[config.mk]
export PLATFORM = sky130hd
export DESIGN_NAME = core_fetch
export DESIGN_NICKNAME = d
export VERILOG_FILES = /design/src/rtl/core_fetch.sv
export SDC_FILE = /design/constraint.sdc
export NUM_CORES = 1
export LEC_CHECK = 0
export BUFFER_PORTS_ARGS = -buffer_cell sky130_fd_sc_hd__clkbuf_2
export CORE_MARGIN = 3
export CORE_UTILIZATION = 35
export DETAILED_ROUTE_END_ITERATION = 10
export SLEW_MARGIN = 20
export SYNTH_ARGS = -nofsm -noshare
export SYNTH_HDL_FRONTEND = slang
export SYNTH_SLANG_ARGS = --single-unit
[constraint.sdc]
create_clock -name clk -period 7.3 [get_ports clk]
set_input_delay 0.365 -clock clk [delete_from_list [all_inputs] [get_ports clk]]
set_output_delay 0.365 -clock clk [all_outputs]
set_load 0.1 [all_outputs]
[src/rtl/core_fetch.sv]
// core_fetch: instruction prefetcher, one read in flight, FIFO_DEPTH-entry queue of {insn, hptr}.
// Latency: insn_valid rises 1 cycle after mem_ready; 1 insn per 2 cycles with a 1-cycle memory.
// Backpressure: fetch_stall holds the head; no read issues once queued + in-flight reach FIFO_DEPTH.
module core_fetch #(
   parameter int FIFO_DEPTH = 2
) (
   input  logic        clk,
   input  logic        rst_n,
   input  logic        branch,
   input  logic [30:0] target,
   input  logic        fetch_stall,
   input  logic        mem_ready,
   input  logic [31:0] mem_data,
   output logic        mem_start,
   output logic [29:0] mem_addr,
   output logic        insn_valid,
   output logic [31:0] insn,
   output logic [30:0] insn_pc
);

   localparam int AW = $clog2(FIFO_DEPTH);
   localparam logic [AW:0] CNT_MAX = (AW+1)'(FIFO_DEPTH);

   typedef enum logic [1:0] {
      S_RUN  = 2'd0,   // nothing outstanding
      S_WAIT = 2'd1,   // read outstanding, response will be queued
      S_DROP = 2'd2    // read outstanding, response will be discarded
   } state_t;

   state_t        r_state;
   state_t        w_state_nxt;
   logic [30:0]   r_fpc;
   logic [30:0]   r_ipc;
   logic [31:0]   r_qdat [FIFO_DEPTH];
   logic [30:0]   r_qpc  [FIFO_DEPTH];
   logic [AW-1:0] r_head;
   logic [AW-1:0] r_tail;
   logic [AW:0]   r_count;
   logic          w_issue;
   logic          w_push;
   logic          w_pop;

   assign w_pop      = (r_count != '0) && !fetch_stall;
   assign mem_start  = w_issue && rst_n;
   assign mem_addr   = r_fpc[30:1];
   assign insn_valid = (r_count != '0);
   assign insn       = r_qdat[r_head];
   assign insn_pc    = r_qpc[r_head];

   // Next state, issue and push decisions; branch suppresses issue and push.
   // A response that lands in the same cycle as a branch completes the read,
   // so the FSM returns to RUN rather than waiting in DROP for a reply that
   // will never come.
   always_comb begin
      w_state_nxt = r_state;
      w_issue     = 1'b0;
      w_push      = 1'b0;
      case (r_state)
         S_RUN: begin
            if (!branch && (r_count < CNT_MAX)) begin
               w_issue     = 1'b1;
               w_state_nxt = S_WAIT;
            end
         end
         S_WAIT: begin
            if (mem_ready) begin
               w_push      = !branch;
               w_state_nxt = S_RUN;
            end else if (branch) begin
               w_state_nxt = S_DROP;
            end
         end
         S_DROP: begin
            if (mem_ready) begin
               w_state_nxt = S_RUN;
            end
         end
         default: w_state_nxt = S_RUN;
      endcase
   end

   // Control state: FSM, fetch pointer, queue pointers; branch flushes and redirects.
   always_ff @(posedge clk or negedge rst_n) begin
      if (!rst_n) begin
         r_state <= S_RUN;
         r_fpc   <= '0;
         r_ipc   <= '0;
         r_head  <= '0;
         r_tail  <= '0;
         r_count <= '0;
      end else begin
         r_state <= w_state_nxt;
         if (branch) begin
            r_fpc   <= target & 31'h7FFF_FFFE;
            r_head  <= '0;
            r_tail  <= '0;
            r_count <= '0;
         end else begin
            if (w_issue) begin
               r_ipc <= r_fpc;
               r_fpc <= r_fpc + 31'd2;
            end
            if (w_push) begin
               r_tail <= r_tail + AW'(1);
            end
            if (w_pop) begin
               r_head <= r_head + AW'(1);
            end
            case ({w_push, w_pop})
               2'b10:   r_count <= r_count + (AW+1)'(1);
               2'b01:   r_count <= r_count - (AW+1)'(1);
               default: r_count <= r_count;
            endcase
         end
      end
   end

   // Queue storage; contents are don't-care outside the valid window, so no reset.
   always_ff @(posedge clk) begin
      if (w_push) begin
         r_qdat[r_tail] <= mem_data;
         r_qpc[r_tail]  <= r_ipc;
      end
   end

endmodule

==> results of run 1 <==
[worst max-delay path, stage by stage, from the launching register on]
cell and delay (ns):
sky130_fd_sc_hd__dfrtp_2 0.77, sky130_fd_sc_hd__buf_4 0.60, sky130_fd_sc_hd__mux2_2 0.41, sky130_fd_sc_hd__clkbuf_2 0.38
[routing by layer]
metal / share of wire [%] / up-vias / wire length [um] / GRT usage, %
met3: 7.1 / 15 / 1270 / 3.97
met1: 45 / 2496 / 8160 / 22.4
met5: 0 / - / 0 / 0
met4: 1.2 / 0 / 223 / 3.95
met2: 47 / 180 / 8410 / 23.3
li1: - / 2405 / - / -
[final timing paths]
check,start,cells past startpoint,to
setup / recovery,r_head$_DFFE_PN0P_,3,insn_pc[4]
hold / removal,mem_ready,2,r_state[1]$_DFFE_PN0P_
setup reg to reg,r_state[0]$_DFFE_PN0P_,4,r_fpc[30]$_DFFE_PN0P_
hold reg to reg,r_ipc[1]$_DFFE_PN0P_,0,r_qpc[0][1]$_DFFE_PP_
max in group asynchronous,rst_n,3,r_head$_DFFE_PN0P_
min in group asynchronous,rst_n,2,r_ipc[20]$_DFFE_PN0P_
[state kept, by name, indices dropped and copies added (netlist names)]
register,cells
r_state,2
r_head,1
r_ipc,30
r_qpc,60
r_fpc,30
r_count,2
r_tail,1
r_qdat,64
[repair_timing]
item	in CTS	in global routing
setup endpoints to repair	0	0
hold endpoints to repair	10	0
hold buffers	1	0
[power by group]
group / leakage, nW / total (W) / internal (W) / switching (W)
Sequential: 1.93 / 0.00131 / 0.00124 / 0.0000673
Combinational: 1.54 / 0.000487 / 0.0000978 / 0.000389
Clock: 0.289 / 0.000950 / 0.000549 / 0.000401
Total: 3.76 / 0.00274 / 0.00188 / 0.000857
[cells by family after synthesis]
kind of cell    count (synthesis)
compound gates                 54
simple gates                  211
mux                            63
flops                         190
buf+inv                        32
xor+xnor                       12
fa+ha+maj                       1
other cells                     1
[final cells by class]
| class | instances | area (um^2) | share of cell area [%] |
|---|---|---|---|
| Clock buffer | 22 | 485 | 5.15 |
| Multi-Input combinational cell | 342 | 2200 | 23.3 |
| Clock inverter | 10 | 126 | 1.34 |
| Timing Repair Buffer | 171 | 888 | 9.42 |
| Tap cell | 275 | 344 | 3.65 |
| Sequential cell | 190 | 5380 | 57.0 |
| Inverter | 3 | 11.3 | 0.119 |
[through the flow]
step / power [W] / std cells / util [%]
2_1_floorplan: 0.00170 / 564 / -
3_3_place_gp: 0.00181 / 980 / 41.4
3_5_place_dp: 0.00182 / 980 / 41.4
4_1_cts: 0.00278 / 1013 / 44.3
5_1_grt: 0.00286 / 1013 / 44.3
6_report: 0.00274 / 1013 / 44.3
[placed cells by master (no fill, tap or decap), types with 3 or more instances in the layout]
cell,n
sky130_fd_sc_hd__clkbuf_2,159
sky130_fd_sc_hd__edfxtp_1,124
sky130_fd_sc_hd__nand2_1,123
sky130_fd_sc_hd__dfrtp_1,65
sky130_fd_sc_hd__mux2_2,62
sky130_fd_sc_hd__clkbuf_16,18
sky130_fd_sc_hd__nor2_1,17
sky130_fd_sc_hd__or4_1,14
sky130_fd_sc_hd__o21ai_0,14
sky130_fd_sc_hd__nand3_1,13
sky130_fd_sc_hd__a31oi_1,11
sky130_fd_sc_hd__buf_4,11
sky130_fd_sc_hd__o31ai_1,9
sky130_fd_sc_hd__and3_1,8
sky130_fd_sc_hd__nand4_1,8
sky130_fd_sc_hd__o211ai_1,6
sky130_fd_sc_hd__xnor2_1,6
sky130_fd_sc_hd__xor2_1,6
sky130_fd_sc_hd__o311ai_0,4
sky130_fd_sc_hd__nor2b_1,4
sky130_fd_sc_hd__or3_1,4
sky130_fd_sc_hd__inv_1,3
sky130_fd_sc_hd__nor3_1,3
sky130_fd_sc_hd__a21oi_1,3
sky130_fd_sc_hd__clkinvlp_4,3
sky130_fd_sc_hd__inv_6,3
==> metrics.txt, run 1 <==
# TYPE chip_impl_metric gauge
chip_impl_metric{name="num_io_pins",unit=""} 163
chip_impl_metric{name="post_synth_mux_area_share",unit="%"} 9.21
chip_impl_metric{name="firstDrtPassIters",unit=""} 5
chip_impl_metric{name="synth.net_count",unit=""} 633
chip_impl_metric{name="timing.critical_path.arrival",unit="ns"} 2.61
chip_impl_metric{name="fillers",unit=""} 1986
chip_impl_metric{name="finalWorstSetupSlack",unit="ns"} 4.32
chip_impl_metric{name="post-place-ws",unit="ns"} 4.65
chip_impl_metric{name="asr_flop_ratio_synth",unit="%"} 34.7
chip_impl_metric{name="globalRoute.totalOverflow",unit=""} 0
chip_impl_info{name="critical_path.startpoint_type",value="flip-flop"} 1
chip_impl_metric{name="cts.clk_slew.worst_paths",unit="ns"} 0.07
chip_impl_metric{name="syn_avg_cell_area",unit="um^2"} 13.6
chip_impl_metric{name="whs",unit="ns"} 0.124
chip_impl_metric{name="worst_ep_required_time",unit="ns"} 6.93
chip_impl_metric{name="post-route-period-util",unit="%"} 40.8
chip_impl_metric{name="htree_num_levels",unit=""} 4
chip_impl_info{name="synth_top_family_by_area",value="simple AND/OR/NAND/NOR gates"} 1
chip_impl_metric{name="timing.clock.skew",unit="ns"} 0.00955
chip_impl_metric{name="wire_per_inst",unit="um"} 17.8
chip_impl_metric{name="buffers_inserted_during_post_cts_setup_optimization",unit=""} 0
chip_impl_info{name="criticalPathCategory",value="flip-flop to output port"} 1
chip_impl_metric{name="maximum_number_of_pins_on_one_net_before_global_route_repair",unit=""} 57
chip_impl_metric{name="die_footprint",unit="um^2"} 23800
chip_impl_metric{name="ff2ff_setup_slack",unit="ns"} 4.62
chip_impl_metric{name="cp_max_fo",unit=""} 42
chip_impl_metric{name="hpwl_after_dpl",unit="um"} 12000
chip_impl_metric{name="yosys.area_share.xor_xnor",unit="%"} 1.37
chip_impl_metric{name="finalSetupViolations",unit=""} 0
chip_impl_metric{name="static-leakage-power",unit="nW"} 3.76
chip_impl_info{name="top_reg_cell_synth",value="sky130_fd_sc_hd__edfxtp_1"} 1
chip_impl_metric{name="synth.distinct_cells",unit=""} 43
chip_impl_metric{name="drive_gt1_share",unit="%"} 36.6
chip_impl_metric{name="area_share_of_and_or_nand_nor_cells_after_synthesis",unit="%"} 12.8
chip_impl_metric{name="synth.yosys.seq_area_share",unit="%"} 69.9
chip_impl_metric{name="latest_clock_arrival_within_the_worst_skew_pair",unit="ns"} 0.42
chip_impl_metric{name="vias_in_the_first_global_route",unit=""} 5058
chip_impl_metric{name="drc",unit=""} 0
chip_impl_metric{name="edff_count_synth",unit=""} 124
chip_impl_info{name="element_type_at_the_critical_path_end",value="output port"} 1
chip_impl_metric{name="slew-limit-headroom",unit="%"} 31.9
chip_impl_info{name="synth.most_common_cell",value="sky130_fd_sc_hd__edfxtp_1"} 1
chip_impl_metric{name="timing_hold_violations_final",unit=""} 0
chip_impl_info{name="rsz0062_at_grt",value="false"} 1
chip_impl_info{name="cts_tree",value="yes"} 1
chip_impl_metric{name="detail_route.iter0.violations",unit=""} 349
chip_impl_metric{name="synth_compound_gate_area_share",unit="%"} 4.75
chip_impl_metric{name="setup_total_negative_slack",unit="ns"} 0
chip_impl_metric{name="cts_repair_resize_count",unit=""} 0
chip_impl_info{name="run_status",value="completed"} 1
chip_impl_metric{name="ys_seq_elements",unit=""} 190
chip_impl_metric{name="cts_buffers",unit=""} 17
chip_impl_metric{name="max-vdd-ir-drop",unit="mV"} 0.129
chip_impl_metric{name="detail_route.vias_per_cell",unit=""} 5.03
chip_impl_metric{name="fp.dieH",unit="um"} 154
chip_impl_metric{name="place_congestion",unit=""} 0.749
chip_impl_metric{name="worstMarginPinSlew",unit="ns"} 1.01
chip_impl_metric{name="post_synth_top_area_share",unit="%"} 48.4
chip_impl_info{name="min_path_type",value="primary input to flip-flop"} 1
chip_impl_info{name="synth_top_cells_by_count",value="sky130_fd_sc_hd__edfxtp_1, sky130_fd_sc_hd__nand2_1, sky130_fd_sc_hd__dfrtp_1"} 1
chip_impl_metric{name="synth-warning-count",unit=""} 0
chip_impl_metric{name="vias",unit=""} 5096
chip_impl_info{name="synthTopCellsByArea",value="sky130_fd_sc_hd__edfxtp_1, sky130_fd_sc_hd__dfrtp_1, sky130_fd_sc_hd__mux2_2"} 1
chip_impl_metric{name="synthAdderAreaFrac",unit="%"} 0.163
chip_impl_metric{name="timing.fmax",unit="MHz"} 336
chip_impl_info{name="synth_area_leader_cell",value="sky130_fd_sc_hd__edfxtp_1"} 1
chip_impl_metric{name="areaGrowthSynthToFinish",unit="%"} 22.6
chip_impl_metric{name="post_route_cell_area",unit="um^2"} 9430
chip_impl_metric{name="antenna_cells_inserted",unit=""} 0
chip_impl_metric{name="grt_pass1_wl",unit="um"} 28600
chip_impl_metric{name="cts_num_sinks",unit=""} 190
chip_impl_metric{name="fp-row-count",unit=""} 53
chip_impl_metric{name="ant_nets",unit=""} 0
chip_impl_metric{name="final_report_max_slew_violation_count",unit=""} 0
chip_impl_metric{name="grt_util_overall",unit="%"} 15.5
chip_impl_info{name="clockRootBuffer",value="sky130_fd_sc_hd__clkbuf_16"} 1
chip_impl_metric{name="max_cap_violations",unit=""} 0
chip_impl_metric{name="placed_instance_area",unit="um^2"} 8810
chip_impl_metric{name="ctsLongestPathBuffers",unit=""} 2
chip_impl_metric{name="buffer_ports.inserted",unit=""} 160
chip_impl_metric{name="synthesis.area",unit="um^2"} 7690
chip_impl_metric{name="layout_min_cycle_time",unit="ns"} 2.98
chip_impl_metric{name="die_width",unit="um"} 154
chip_impl_metric{name="power_density",unit="nW/um^2"} 291
chip_impl_metric{name="floorplan.initialDensity",unit="%"} 36.1
chip_impl_metric{name="final_nets",unit=""} 794
chip_impl_metric{name="core-area",unit="um^2"} 21300
chip_impl_metric{name="antenna_violations_before_repair",unit=""} 0
chip_impl_metric{name="syn-instance-count",unit=""} 564
chip_impl_metric{name="totalWireLength",unit="um"} 18100
Note: power is estimated with default switching activity, not from simulation.
==> run 2, diff against run 1 <==
==> constraint.sdc (replaced) <==
create_clock -name clk -period 3.1 [get_ports clk]
set_input_delay 0.155 -clock clk [delete_from_list [all_inputs] [get_ports clk]]
set_output_delay 0.155 -clock clk [all_outputs]
set_load 0.1 [all_outputs]
==> metrics.txt, run 2 (same netlist as run 1, synthesis figures left out) <==
# TYPE chip_impl_metric gauge
chip_impl_metric{name="static-leakage-power",unit="nW"} 4.03
chip_impl_metric{name="drc",unit=""} 0
chip_impl_info{name="cp_common_cell",value="sky130_fd_sc_hd__or4_1"} 1
chip_impl_metric{name="areaGrowthSynthToFinish",unit="%"} 30.6
chip_impl_metric{name="post-route-period-util",unit="%"} 84.5
chip_impl_info{name="layout.cells.most_common_list",value="sky130_fd_sc_hd__clkbuf_2, sky130_fd_sc_hd__edfxtp_1, sky130_fd_sc_hd__nand2_1, sky130_fd_sc_hd__dfrtp_1"} 1
chip_impl_metric{name="timing.fmax",unit="MHz"} 382
chip_impl_info{name="cts_tree",value="yes"} 1
chip_impl_metric{name="worstMarginPinSlew",unit="ns"} 0.640
chip_impl_metric{name="drive_gt1_share",unit="%"} 34.0
chip_impl_info{name="leading_cell_type_in_the_layout_fill_and_taps_excluded",value="sky130_fd_sc_hd__clkbuf_2"} 1
chip_impl_metric{name="buffer_ports.inserted",unit=""} 160
chip_impl_metric{name="timing_hold_violations_final",unit=""} 0
chip_impl_metric{name="final_report_max_slew_violation_count",unit=""} 0
chip_impl_info{name="run_status",value="completed"} 1
chip_impl_metric{name="worst_ep_required_time",unit="ns"} 3.44
chip_impl_metric{name="num_io_pins",unit=""} 163
chip_impl_info{name="element_type_at_the_critical_path_end",value="flip-flop"} 1
chip_impl_metric{name="die_footprint",unit="um^2"} 23800
chip_impl_metric{name="cts_num_sinks",unit=""} 190
chip_impl_metric{name="floorplan.initialDensity",unit="%"} 36.1
chip_impl_metric{name="wire_per_inst",unit="um"} 17.1
chip_impl_metric{name="place_congestion",unit=""} 0.797
chip_impl_info{name="hold_path_startpoint",value="target[28]"} 1
chip_impl_metric{name="latest_clock_arrival_within_the_worst_skew_pair",unit="ns"} 0.42
chip_impl_metric{name="totalWireLength",unit="um"} 18500
chip_impl_metric{name="critical_path_buf_inv_count",unit=""} 0
chip_impl_info{name="registers.top_by_ff_count",value="r_qdat"} 1
chip_impl_metric{name="fp.dieH",unit="um"} 154
chip_impl_metric{name="core-area",unit="um^2"} 21300
chip_impl_metric{name="ctsLongestPathBuffers",unit=""} 2
chip_impl_metric{name="timing.critical_path.arrival",unit="ns"} 2.96
chip_impl_metric{name="cts_buffers",unit=""} 17
chip_impl_metric{name="htree_num_levels",unit=""} 4
chip_impl_info{name="setup.worst_path.start",value="r_state[0]$_DFFE_PN0P_"} 1
chip_impl_info{name="criticalPathCategory",value="flip-flop to flip-flop"} 1
chip_impl_info{name="critical_path.startpoint_type",value="flip-flop"} 1
chip_impl_info{name="critical_path.slowest_cell",value="sky130_fd_sc_hd__or4_1"} 1
chip_impl_metric{name="finalPower",unit="W"} 0.00641
chip_impl_info{name="clockRootBuffer",value="sky130_fd_sc_hd__clkbuf_16"} 1
chip_impl_info{name="largestRegisters",value="r_qdat (64), r_qpc (60)"} 1
chip_impl_info{name="rsz0062_at_grt",value="false"} 1
chip_impl_metric{name="fp-row-count",unit=""} 53
chip_impl_info{name="min_path_type",value="primary input to flip-flop"} 1
chip_impl_metric{name="detail_route.vias_per_cell",unit=""} 4.89
chip_impl_metric{name="antenna_cells_inserted",unit=""} 0
chip_impl_metric{name="ant_nets",unit=""} 0
chip_impl_info{name="crit_family",value="simple AND/OR/NAND/NOR gates"} 1
chip_impl_metric{name="hpwl_after_dpl",unit="um"} 12200
chip_impl_metric{name="globalRoute.totalOverflow",unit=""} 0
chip_impl_metric{name="detail_route.iter0.violations",unit=""} 301
chip_impl_metric{name="layout_min_cycle_time",unit="ns"} 2.62
chip_impl_metric{name="cp_max_fo",unit=""} 19
chip_impl_metric{name="max-vdd-ir-drop",unit="mV"} 0.318
chip_impl_metric{name="cts_repair_resize_count",unit=""} 0
chip_impl_metric{name="number_of_flip_flops_under_the_largest_register_name",unit=""} 64
chip_impl_info{name="worstPathCellList",value="or3_4, or4_1, or4_1, a31oi_1"} 1
chip_impl_metric{name="timing.clock.skew",unit="ns"} 0.0107
chip_impl_metric{name="max_cap_violations",unit=""} 0
chip_impl_metric{name="vias",unit=""} 5273
chip_impl_metric{name="power_density",unit="nW/um^2"} 638
chip_impl_info{name="crit-reg2reg-launch",value="r_state[0]$_DFFE_PN0P_"} 1
chip_impl_metric{name="antenna_violations_before_repair",unit=""} 0
chip_impl_metric{name="grt_pass1_wl",unit="um"} 29500
chip_impl_metric{name="final_nets",unit=""} 859
chip_impl_metric{name="cts.clk_slew.worst_paths",unit="ns"} 0.07
chip_impl_metric{name="vias_in_the_first_global_route",unit=""} 5452
chip_impl_metric{name="postLayoutCoreUtil",unit="%"} 47.2
chip_impl_metric{name="fillers",unit=""} 1936
chip_impl_metric{name="worst_path_largest_cell_delay",unit="ns"} 0.86
chip_impl_metric{name="finalSetupViolations",unit=""} 0
chip_impl_metric{name="maximum_number_of_pins_on_one_net_before_global_route_repair",unit=""} 44
chip_impl_metric{name="die_width",unit="um"} 154
chip_impl_metric{name="slew-limit-headroom",unit="%"} 57.3
chip_impl_metric{name="firstDrtPassIters",unit=""} 6
chip_impl_metric{name="grt_util_overall",unit="%"} 15.9
-- run 2: changes by cell type in the layout (fill, tap and decap cells not counted) --
cell,delta
sky130_fd_sc_hd__clkinv_2,+3
sky130_fd_sc_hd__clkbuf_16,-1
sky130_fd_sc_hd__nor3_4,+1
sky130_fd_sc_hd__clkbuf_2,-1
sky130_fd_sc_hd__clkinv_1,+1
sky130_fd_sc_hd__dlygate4sd3_1,+61
sky130_fd_sc_hd__buf_4,+5
sky130_fd_sc_hd__nor3_2,-1
sky130_fd_sc_hd__nor3b_2,-1
sky130_fd_sc_hd__nor3b_4,+1
sky130_fd_sc_hd__clkbuf_8,-2
sky130_fd_sc_hd__clkinvlp_4,-1
-- run 2: path summary, 6_finish.rpt --
kind | to | slack (ns) | cells after the start
setup / recovery | r_fpc[24]$_DFFE_PN0P_ | 0.48 | 4
hold / removal | r_fpc[28]$_DFFE_PN0P_ | 0.02 | 3
setup reg to reg | r_fpc[24]$_DFFE_PN0P_ | 0.48 | 4
hold reg to reg | r_qpc[1][10]$_DFFE_PP_ | 0.47 | 0
max in group asynchronous | r_fpc[3]$_DFFE_PN0P_ | 2.01 | 3
min in group asynchronous | r_fpc[21]$_DFFE_PN0P_ | 0.18 | 2
-- run 2: metal layers --
| layer | global-route usage [%] | wire (um) |
|---|---|---|
| met5 | 0 | 0 |
| met3 | 3.81 | 1130 |
| met1 | 21.6 | 8290 |
| met4 | 3.57 | 151 |
| met2 | 26.2 | 8900 |
-- run 2: where the power goes --
part	internal (W)	leakage (nW)	switching, W	total, W
Sequential	0.00292	1.93	0.000155	0.00307
Clock	0.00119	0.276	0.000928	0.00212
Combinational	0.000285	1.82	0.000937	0.00122
-- run 2: area by class of cell --
type	instances	area [um^2]	area share (%)
clock inverters	13	138	1.37
clock buffers	19	433	4.31
well taps	275	344	3.43
repair buffers	236	1530	15.2
inverters	3	11.3	0.112
flip-flops and latches	190	5380	53.5
multi-input cells	342	2210	22.0
-- run 2: worst min-delay path, cell delays in order --
cell and delay [ns]:
sky130_fd_sc_hd__clkbuf_2 0.08, sky130_fd_sc_hd__nor2_1 0.04, sky130_fd_sc_hd__a31oi_1 0.12
-- run 2: repair_timing --
item	4_1_cts	5_1_grt
hold endpoints to repair	117	0
hold buffers	62	0
setup buffers	0	0
-- run 2: through the flow --
| stage | cell area [um^2] | cells | TNS, ns | setup slack (ns) | hold WS [ns] |
|---|---|---|---|---|---|
| final | 10000 | 1078 | 0 | 0.481 | 0.0197 |
| after global routing | 10000 | 1078 | 0 | 0.325 | 0.0461 |
| after CTS | 10000 | 1078 | 0 | 0.467 | 0.0000826 |
| after detailed placement | 8850 | 984 | 0 | 0.482 | 0.0925 |
| after global placement | 8850 | 984 | 0 | 0.519 | 0.0916 |
| after floorplan | 7700 | 564 | -73.68 | -0.601 | -0.141 |
==> run 3, diff against run 2 <==
==> constraint.sdc (replaced) <==
create_clock -name clk -period 2.7 [get_ports clk]
set_input_delay 0.135 -clock clk [delete_from_list [all_inputs] [get_ports clk]]
set_output_delay 0.135 -clock clk [all_outputs]
set_load 0.1 [all_outputs]
==> metrics.txt, run 3 (same netlist as run 1, synthesis figures left out) <==
# TYPE chip_impl_metric gauge
chip_impl_info{name="r2r_end",value="r_fpc[26]$_DFFE_PN0P_"} 1
chip_impl_metric{name="timing.critical_path.arrival",unit="ns"} 2.75
chip_impl_info{name="element_type_at_the_critical_path_end",value="flip-flop"} 1
chip_impl_metric{name="slew-limit-headroom",unit="%"} 47.9
chip_impl_metric{name="worst_path_largest_cell_delay",unit="ns"} 0.52
chip_impl_metric{name="combinational_share_of_power",unit="%"} 19.2
chip_impl_metric{name="grt_util_overall",unit="%"} 15.5
chip_impl_info{name="criticalPathCategory",value="flip-flop to flip-flop"} 1
chip_impl_metric{name="max_cap_violations",unit=""} 0
chip_impl_info{name="min_path_type",value="primary input to flip-flop"} 1
chip_impl_metric{name="ff2ff_setup_slack",unit="ns"} 0.29
chip_impl_metric{name="timing.fmax",unit="MHz"} 415
chip_impl_info{name="layout.cells.most_common_list",value="sky130_fd_sc_hd__clkbuf_2, sky130_fd_sc_hd__edfxtp_1, sky130_fd_sc_hd__nand2_1, sky130_fd_sc_hd__dfrtp_1, sky130_fd_sc_hd__dlygate4sd3_1"} 1
chip_impl_metric{name="globalRoute.totalOverflow",unit=""} 0
chip_impl_metric{name="grt_pass1_wl",unit="um"} 28900
chip_impl_metric{name="antenna_cells_inserted",unit=""} 0
chip_impl_metric{name="whs",unit="ns"} 0.0335
chip_impl_info{name="leading_cell_type_in_the_layout_fill_and_taps_excluded",value="sky130_fd_sc_hd__clkbuf_2"} 1
chip_impl_metric{name="firstDrtPassIters",unit=""} 4
chip_impl_info{name="hold_path_startpoint",value="target[18]"} 1
chip_impl_metric{name="buffer_ports.inserted",unit=""} 160
chip_impl_metric{name="core-area",unit="um^2"} 21300
chip_impl_metric{name="floorplan.initialDensity",unit="%"} 36.1
chip_impl_metric{name="cts-hold-fix-buffers",unit=""} 63
chip_impl_metric{name="htree_num_levels",unit=""} 4
chip_impl_info{name="largestRegisters",value="r_qdat (64), r_qpc (60)"} 1
chip_impl_metric{name="vias",unit=""} 5316
chip_impl_metric{name="die_footprint",unit="um^2"} 23800
chip_impl_metric{name="post-route-period-util",unit="%"} 89.2
chip_impl_metric{name="final_report_max_slew_violation_count",unit=""} 0
chip_impl_info{name="min_delay_worst_endpoint",value="r_fpc[18]$_DFFE_PN0P_"} 1
chip_impl_metric{name="areaGrowthSynthToFinish",unit="%"} 31.6
chip_impl_metric{name="max-vdd-ir-drop",unit="mV"} 0.328
chip_impl_metric{name="cts_repair_resize_count",unit=""} 0
chip_impl_metric{name="placed_instance_area",unit="um^2"} 8910
chip_impl_metric{name="place_congestion",unit=""} 0.777
chip_impl_info{name="registers.top_by_ff_count",value="r_qdat"} 1
chip_impl_metric{name="finalPower",unit="W"} 0.00736
chip_impl_metric{name="cts_num_sinks",unit=""} 190
chip_impl_metric{name="final_nets",unit=""} 861
chip_impl_metric{name="latest_clock_arrival_within_the_worst_skew_pair",unit="ns"} 0.42
chip_impl_metric{name="hpwl_after_dpl",unit="um"} 11900
chip_impl_metric{name="timing.clock.skew",unit="ns"} 0.0150
chip_impl_metric{name="number_of_flip_flops_under_the_largest_register_name",unit=""} 64
chip_impl_info{name="clockRootBuffer",value="sky130_fd_sc_hd__clkbuf_16"} 1
chip_impl_metric{name="fp-row-count",unit=""} 53
chip_impl_metric{name="detail_route.iter0.violations",unit=""} 304
chip_impl_metric{name="static-leakage-power",unit="nW"} 4.04
chip_impl_metric{name="timing_hold_violations_final",unit=""} 0
chip_impl_metric{name="total_switching_power",unit="W"} 0.00231
chip_impl_metric{name="postLayoutCoreUtil",unit="%"} 47.5
chip_impl_info{name="rsz0062_at_grt",value="false"} 1
chip_impl_info{name="crit-reg2reg-launch",value="r_state[0]$_DFFE_PN0P_"} 1
chip_impl_metric{name="wire_per_inst",unit="um"} 16.8
chip_impl_info{name="cts_tree",value="yes"} 1
chip_impl_metric{name="layout_min_cycle_time",unit="ns"} 2.41
chip_impl_metric{name="detail_route.vias_per_cell",unit=""} 4.92
chip_impl_info{name="critical_path.slowest_cell",value="sky130_fd_sc_hd__or4_1"} 1
chip_impl_metric{name="totalWireLength",unit="um"} 18100
chip_impl_info{name="worstPathCellList",value="or3_4, or4_1, buf_4, or4_1, a31oi_1"} 1
chip_impl_metric{name="instance_count_along_the_most_critical_hold_path",unit=""} 3
chip_impl_metric{name="ant_nets",unit=""} 0
chip_impl_info{name="run_status",value="completed"} 1
chip_impl_metric{name="fp.dieH",unit="um"} 154
chip_impl_metric{name="setup_total_negative_slack",unit="ns"} 0
chip_impl_metric{name="cts.clk_slew.worst_paths",unit="ns"} 0.07
chip_impl_metric{name="worstMarginPinSlew",unit="ns"} 0.775
chip_impl_metric{name="critical_path_buf_inv_count",unit=""} 1
chip_impl_metric{name="power.sequential.fraction",unit="%"} 47.9
chip_impl_metric{name="antenna_violations_before_repair",unit=""} 0
chip_impl_info{name="crit_family",value="simple AND/OR/NAND/NOR gates"} 1
chip_impl_metric{name="drive_gt1_share",unit="%"} 33.9
chip_impl_metric{name="power.switching_fraction",unit="%"} 31.4
chip_impl_metric{name="cts_buffers",unit=""} 17
chip_impl_metric{name="maximum_number_of_pins_on_one_net_before_global_route_repair",unit=""} 63
chip_impl_metric{name="share_of_power_burned_in_the_clock_network",unit="%"} 32.9
chip_impl_metric{name="buffers_inserted_during_post_cts_setup_optimization",unit=""} 0
chip_impl_metric{name="num_io_pins",unit=""} 163
chip_impl_metric{name="cp_max_fo",unit=""} 19
chip_impl_metric{name="drc",unit=""} 0
chip_impl_metric{name="internal_power",unit="W"} 0.00505
chip_impl_info{name="critical_path.startpoint_type",value="flip-flop"} 1
chip_impl_info{name="cp_common_cell",value="sky130_fd_sc_hd__or4_1"} 1
chip_impl_metric{name="die_width",unit="um"} 154
chip_impl_metric{name="post_route_cell_area",unit="um^2"} 10100
chip_impl_metric{name="power_density",unit="nW/um^2"} 728
chip_impl_metric{name="vias_in_the_first_global_route",unit=""} 5257
chip_impl_metric{name="worst-r2r-cell-count",unit=""} 5
chip_impl_metric{name="ctsLongestPathBuffers",unit=""} 2
chip_impl_metric{name="worst_ep_required_time",unit="ns"} 3.04
chip_impl_metric{name="finalSetupViolations",unit=""} 0
[run 3: worst max path at each step]
stage | from | slack (ns) | end | depth (start not counted)
2_1_floorplan | r_state[1]$_DFFE_PN0P_ | -0.16 | r_qdat[1][0]$_DFFE_PP_ | 2
5_1_grt | r_state[0]$_DFFE_PN0P_ | 0.19 | r_fpc[30]$_DFFE_PN0P_ | 5
6_report | r_state[0]$_DFFE_PN0P_ | 0.29 | r_fpc[26]$_DFFE_PN0P_ | 5
4_1_cts | r_state[0]$_DFFE_PN0P_ | 0.31 | r_fpc[26]$_DFFE_PN0P_ | 5
3_3_place_gp | r_state[0]$_DFFE_PN0P_ | 0.34 | r_fpc[30]$_DFFE_PN0P_ | 5
3_5_place_dp | r_state[0]$_DFFE_PN0P_ | 0.31 | r_fpc[26]$_DFFE_PN0P_ | 5
[run 3: power groups by stage]
stage,clock network (W),registers [W],logic [W]
final,0.00242,0.00353,0.00141
after global routing,0.00262,0.00356,0.00149
after CTS,0.00250,0.00353,0.00142
after detailed placement,0,0.00359,0.00135
after global placement,0,0.00358,0.00134
after floorplan,0,0.00385,0.000743
[run 3: layer usage]
metal	wire [um]	track usage [%]	share of wire, %	vias up
li1	-	-	-	2537
met1	8690	22.3	48	2606
met2	8360	24.1	46	156
met3	842	3.16	4.6	17
met4	231	3.91	1.3	0
met5	0	0	0	-
[run 3: layout make-up]
type | count | area, um^2
Sequential cell | 190 | 5380
Multi-Input combinational cell | 342 | 2210
Inverter | 3 | 11.3
Clock buffer | 19 | 433
Clock inverter | 13 | 139
Tap cell | 275 | 344
Timing Repair Buffer | 238 | 1600
Fill cell | 1975 | 11200
[run 3: worst register-to-register path, delay by kind of cell (launching register included)]
| kind | cells | cell delay, ns |
|---|---|---|
| AOI/OAI and AO/OA | 1 | 0.18 |
| buffers and inverters | 1 | 0.21 |
| DFF | 1 | 0.46 |
| and+or+nand+nor | 3 | 1.49 |
[run 3: per-stage QoR]
| step | cells | setup WS [ns] |
|---|---|---|
| 3_3_place_gp | 985 | 0.340 |
| 5_1_grt | 1080 | 0.185 |
| 6_report | 1080 | 0.292 |
| 2_1_floorplan | 564 | -0.164 |
| 3_5_place_dp | 985 | 0.313 |
| 4_1_cts | 1080 | 0.306 |
